### config.mk
export PLATFORM = sky130hd
export DESIGN_NAME = fetch_buffer
export DESIGN_NICKNAME = d
export VERILOG_FILES = /design/src/rtl/fetch_buffer.sv
export SDC_FILE = /design/constraint.sdc
export NUM_CORES = 2
export LEC_CHECK = 0
export ABC_AREA = 0
export BUFFER_PORTS_ARGS = -buffer_cell sky130_fd_sc_hd__buf_2
export CAP_MARGIN = 5
export CORE_MARGIN = 2
export CORE_UTILIZATION = 40
export CTS_CLUSTER_SIZE = 25
export DETAILED_ROUTE_END_ITERATION = 10
export PLACE_DENSITY = 0.6
export SLEW_MARGIN = 20
export SYNTH_ARGS = -nofsm -noshare
export SYNTH_HDL_FRONTEND = slang
export SYNTH_SLANG_ARGS = --single-unit
export TNS_END_PERCENT = 20
### constraint.sdc
create_clock -name clk -period 23.5 [get_ports clk]
set_input_delay 4.7 -clock clk [delete_from_list [all_inputs] [get_ports clk]]
set_output_delay 4.7 -clock clk [all_outputs]
set_load 0.01 [all_outputs]
### src/rtl/fetch_buffer.sv
// Fetch-to-decode instruction buffer: circular store with lane compaction,
// duplicate-PC suppression and a multi-lane head window for decode.
module fetch_buffer #(
  parameter int unsigned FETCH_WIDTH = 2,
  parameter int unsigned DEC_WIDTH   = 2,
  parameter int unsigned DEPTH       = 8,
  parameter int unsigned ADDR_WIDTH  = 32
) (
  input  logic                              clk,
  input  logic                              reset,
  input  logic [FETCH_WIDTH-1:0]            in_valid,
  input  logic [FETCH_WIDTH*ADDR_WIDTH-1:0] in_pc,
  input  logic [FETCH_WIDTH*32-1:0]         in_instr,
  input  logic [FETCH_WIDTH-1:0]            in_guesses_branch,
  input  logic [FETCH_WIDTH*ADDR_WIDTH-1:0] in_prediction,
  output logic                              in_ready,
  output logic [DEC_WIDTH-1:0]              out_valid,
  output logic [DEC_WIDTH*ADDR_WIDTH-1:0]   out_pc,
  output logic [DEC_WIDTH*32-1:0]           out_instr,
  output logic [DEC_WIDTH-1:0]              out_guesses_branch,
  output logic [DEC_WIDTH*ADDR_WIDTH-1:0]   out_prediction,
  input  logic                              out_ready,
  input  logic                              flush,
  output logic [$clog2(DEPTH+1)-1:0]        count
);

  localparam int unsigned PTR_W = $clog2(DEPTH);
  localparam int unsigned CNT_W = $clog2(DEPTH+1);

  logic [ADDR_WIDTH-1:0] pc_mem   [DEPTH];
  logic [31:0]           instr_mem[DEPTH];
  logic                  gb_mem   [DEPTH];
  logic [ADDR_WIDTH-1:0] pred_mem [DEPTH];

  logic [PTR_W-1:0]      head_q, head_d, tail_q, tail_d;
  logic [CNT_W-1:0]      count_q, count_d;
  logic [ADDR_WIDTH-1:0] last_pc_q, last_pc_d;
  logic                  last_pc_valid_q, last_pc_valid_d;

  logic [FETCH_WIDTH-1:0] acc;
  logic [PTR_W-1:0]       slot_off [FETCH_WIDTH];
  logic [CNT_W-1:0]       acc_n, deq_n;
  logic [ADDR_WIDTH-1:0]  hi_pc;

  assign count    = count_q;
  assign in_ready = (count_q <= CNT_W'(DEPTH - FETCH_WIDTH));

  // A lane survives only if it differs from the previous group's last PC and
  // from every lower lane already accepted; survivors pack from the tail.
  always_comb begin
    acc   = '0;
    acc_n = '0;
    hi_pc = last_pc_q;
    for (int unsigned i = 0; i < FETCH_WIDTH; i++) begin
      slot_off[i] = acc_n[PTR_W-1:0];
      if (in_ready && !flush && in_valid[i]) begin
        acc[i] = 1'b1;
        if (last_pc_valid_q && (in_pc[i*ADDR_WIDTH +: ADDR_WIDTH] == last_pc_q))
          acc[i] = 1'b0;
        for (int unsigned j = 0; j < i; j++) begin
          if (acc[j] && (in_pc[j*ADDR_WIDTH +: ADDR_WIDTH] == in_pc[i*ADDR_WIDTH +: ADDR_WIDTH]))
            acc[i] = 1'b0;
        end
      end
      if (acc[i]) begin
        acc_n = acc_n + CNT_W'(1);
        hi_pc = in_pc[i*ADDR_WIDTH +: ADDR_WIDTH];
      end
    end
  end

  always_comb begin
    out_valid          = '0;
    out_pc             = '0;
    out_instr          = '0;
    out_guesses_branch = '0;
    out_prediction     = '0;
    for (int unsigned i = 0; i < DEC_WIDTH; i++) begin
      out_valid[i]                              = (count_q > CNT_W'(i));
      out_pc[i*ADDR_WIDTH +: ADDR_WIDTH]         = pc_mem[head_q + PTR_W'(i)];
      out_instr[i*32 +: 32]                      = instr_mem[head_q + PTR_W'(i)];
      out_guesses_branch[i]                      = gb_mem[head_q + PTR_W'(i)];
      out_prediction[i*ADDR_WIDTH +: ADDR_WIDTH] = pred_mem[head_q + PTR_W'(i)];
    end
  end

  always_comb begin
    deq_n = '0;
    if (out_ready) begin
      for (int unsigned i = 0; i < DEC_WIDTH; i++) begin
        if (out_valid[i]) deq_n = deq_n + CNT_W'(1);
      end
    end
  end

  always_comb begin
    head_d          = head_q + deq_n[PTR_W-1:0];
    tail_d          = tail_q + acc_n[PTR_W-1:0];
    count_d         = count_q + acc_n - deq_n;
    last_pc_d       = last_pc_q;
    last_pc_valid_d = last_pc_valid_q;
    if (acc_n != '0) begin
      last_pc_d       = hi_pc;
      last_pc_valid_d = 1'b1;
    end
    if (flush) begin
      head_d          = '0;
      tail_d          = '0;
      count_d         = '0;
      last_pc_valid_d = 1'b0;
    end
  end

  always_ff @(posedge clk) begin
    if (reset) begin
      head_q          <= '0;
      tail_q          <= '0;
      count_q         <= '0;
      last_pc_q       <= '0;
      last_pc_valid_q <= 1'b0;
    end else begin
      head_q          <= head_d;
      tail_q          <= tail_d;
      count_q         <= count_d;
      last_pc_q       <= last_pc_d;
      last_pc_valid_q <= last_pc_valid_d;
    end
  end

  always_ff @(posedge clk) begin
    for (int unsigned i = 0; i < FETCH_WIDTH; i++) begin
      if (!reset && acc[i]) begin
        pc_mem   [tail_q + slot_off[i]] <= in_pc[i*ADDR_WIDTH +: ADDR_WIDTH];
        instr_mem[tail_q + slot_off[i]] <= in_instr[i*32 +: 32];
        gb_mem   [tail_q + slot_off[i]] <= in_guesses_branch[i];
        pred_mem [tail_q + slot_off[i]] <= in_prediction[i*ADDR_WIDTH +: ADDR_WIDTH];
      end
    end
  end

endmodule

==> metrics.md <==
| Metric | Value |
|---|---|
| DRC | `0` |
| Final wirelength | `roughly 150,000 µm` |
| Required @ worst endpoint | `18.80 ns` |
| Hold Vio Cnt, Final | `0` |
| Total number of vias | `28,700` |
| CP Capture Type | `output port` |
| Routed vias/inst | `6.12` |
| Crit path max fanout | `47` |
| Maximum capacitance violations | `0` |
| Starting Density | `around two fifths` |
| Max VDD drop | `0.0631 mV` |
| Tot Pwr | `4.52 mW` |
| GPL Wtd Cong | `0.849` |
| Io pins | `401` |
| PwrDens | `83.5 nW/µm²` |
| Yosys top cell area share | `about half` |
| DIE AREA | `122,000 µm²` |
| Core ar. | `~120,000 µm²` |
| Startpoint Class | `register` |
| Synth top area cells | `edfxtp_1 49%, mux2_2 21%, mux4_2 18%` |
| CTS Root Cell | `clkbuf_16` |
| Cell taking the most area after synthesis | `edfxtp_1` |
| Status | `finished, final reports clean` |
| Syn avg cell area | `roughly 17 µm²` |
| Largest net degree at the start of global routing | `between 150 and 200` |
| Ys Warns | `0` |
| First-pass GRT wire length | `213,000 µm` |
| Detailed placement HPWL | `slightly below 90,000 µm` |
| Die Y | `349 µm` |
| Sequential area share after synthesis | `50.7%` |
| Mapped Nets | `around 3,000` |
| Setup violators final | `0` |
| Core Rows | `approximately 130` |
| Area grow syn2layout | `13.5%` |
| Number of DRC markers in iteration 0 | `2,534` |
| Clk_lat worst skew | `0.67 ns` |
| Cells after DPL | `around 4,500` |
| Period minus WS final | `9.68 ns` |
| Worst path arrival time | `roughly 5 ns` |
| Number of global-route vias before repair | `about 30,000` |
| CTS tree | `yes` |
| Actual slew at the worst max-slew pin | `1.13 ns` |
| Most frequent cells after synthesis | `891 x mux2_2, 776 x edfxtp_1, 388 x mux4_2` |
| Clock sinks | `819` |
| Reg clk slew, reported paths | `0.06 ns` |
| Hold/Removal Path Class | `reg2reg` |
| Synth cell types | `44` |
| Setup repair bufs after CTS | `0` |
| Total Neg Setup Slack | `0 ns` |
| Port Buffers | `400` |
| Nets | `3,278` |
| Count leader, synth | `mux2_2` |
| 1st-pass router iterations | `7` |
| Cts repair resizes | `0` |
| Flops & latches, synth | `just over 800` |
| CTS buffer count | `95` |
| Top FF cell, synth | `edfxtp_1` |
| Routed WL per cell | `about 32 µm` |
| Tot GR Track Use | `23.9%` |
| Non-filler cells, final | `about 4,700` |
| Final Cycle Share | `41.2%` |
| Post-Syn Instances | `2,774` |
| Max Fclk | `103 MHz` |
| Worst Path Class, Setup | `reg2out` |
| Post-synth ARST share | `0%` |
| Gr ovfl total | `0` |
| Clock Tree Buf Depth | `3` |
| LEAKAGE | `17.6 nW` |
| Hold Buf Count CTS | `0` |
| H-tree levels | `3` |
| Post-Syn Area | `47,700 µm²` |
| Fin util | `45.8%` |
| Slew Limit Fails | `0` |
| Share of layout cells above drive strength 1 | `61.8%` |
| Initial antenna violation count | `47` |
| Die width | `349 µm` |
| Min Hold Slack | `0.524 ns` |
| Skew final | `about 0.020 ns` |
| Slew HR | `24.7%` |
| Fill count | `10,200` |
| Number of synthesized flops with an enable pin | `776` |
| Unrepaired setup endpoints after global routing | `false` |
| Antenna Violating Nets Remaining | `0` |
[worst paths after layout]
| path | start | to | slack (ns) | cells past startpoint |
|---|---|---|---|---|
| hold reg to reg | last_pc_q[5] | last_pc_q[5] | 0.52 | 2 |
| setup reg to reg | count[3] | instr_mem[2][21] | 17.91 | 14 |
| hold / removal | last_pc_q[5] | last_pc_q[5] | 0.52 | 2 |
| setup / recovery | head_q[1] | out_pc[36] | 13.82 | 6 |
[cell type report]
cell class	instances	area [µm²]	area share [%]
Timing Repair Buffer	456	2460	4.55
Inverter	19	71.3	0.132
Clock buffer	121	2580	4.76
Sequential cell	819	24200	44.6
Antenna cell	18	45.0	0.0832
Clock inverter	52	493	0.910
Tap cell	1536	1920	3.55
Multi-Input combinational cell	1668	22400	41.4
[layer usage]
metal,global-route usage [%],wire (µm)
met3,5.49,10500
met1,31.3,60600
met4,6.96,3760
met2,39.7,72700
met5,0,327
[cells in the final DEF, fill, tap and decap left out, types with 9 or more instances in the layout]
cell type,n
mux2_4,40
clkbuf_16,98
inv_1,17
edfxtp_1,776
nand4_1,9
mux2_2,891
a211oi_1,31
bufinv_16,9
clkinv_2,18
ha_1,14
dfxtp_1,40
mux2i_1,32
nor4_1,15
buf_4,52
mux4_2,388
xor2_1,63
clkbuf_1,19
buf_2,400
clkinv_1,18
nor2_1,42
diode_2,18
mux2_1,39
nand3_1,10
xnor2_1,36
[critical path: stages (launching register included)]
cell and delay (ns):
dfxtp_4 0.97, ha_4 0.26, xor2_4 0.64, buf_4 0.80
buf_4 0.89, mux2_2 0.48, buf_2 0.16
[cell families (layout without fill, tap and decap cells)]
family | count (synthesis) | in the layout | share of synthesized area [%]
AND/OR/NAND/NOR | 109 | 109 | 1.24
multiplexers | 1390 | 1390 | 42.2
other | 0 | 18 | 0
flip-flops | 819 | 819 | 50.7
AO/OA/AOI/OAI | 50 | 50 | 0.795
buffers and inverters | 287 | 648 | 2.71
XOR/XNOR | 100 | 100 | 1.84
adder cells (fa/ha/maj) | 19 | 19 | 0.561
[metrics by stage]
| stage | setup WS (ns) | instance area [µm²] |
|---|---|---|
| finish | 13.82 | 54100 |
| global route | 13.61 | 54100 |
| CTS | 13.69 | 54100 |
| detailed placement | 13.56 | 51000 |
| global placement | 13.33 | 51000 |
| floorplan | 9.81 | 47700 |
[where the power goes]
part | switching [mW] | internal (mW) | total, mW
Combinational | 0.696 | 0.653 | 1.35
Clock | 0.613 | 0.871 | 1.48
Sequential | 0.0383 | 1.65 | 1.69
Total | 1.35 | 3.17 | 4.52
[sequential cells by signal (all words and copies together), names as in the netlist]
signal,count
pred_mem,256
gb_mem,8
head_q,3
tail_q,3
last_pc_q,32
last_pc_valid_q,1
count,4
pc_mem,256
instr_mem,256
No activity file was read; power rests on OpenSTA's default activity.
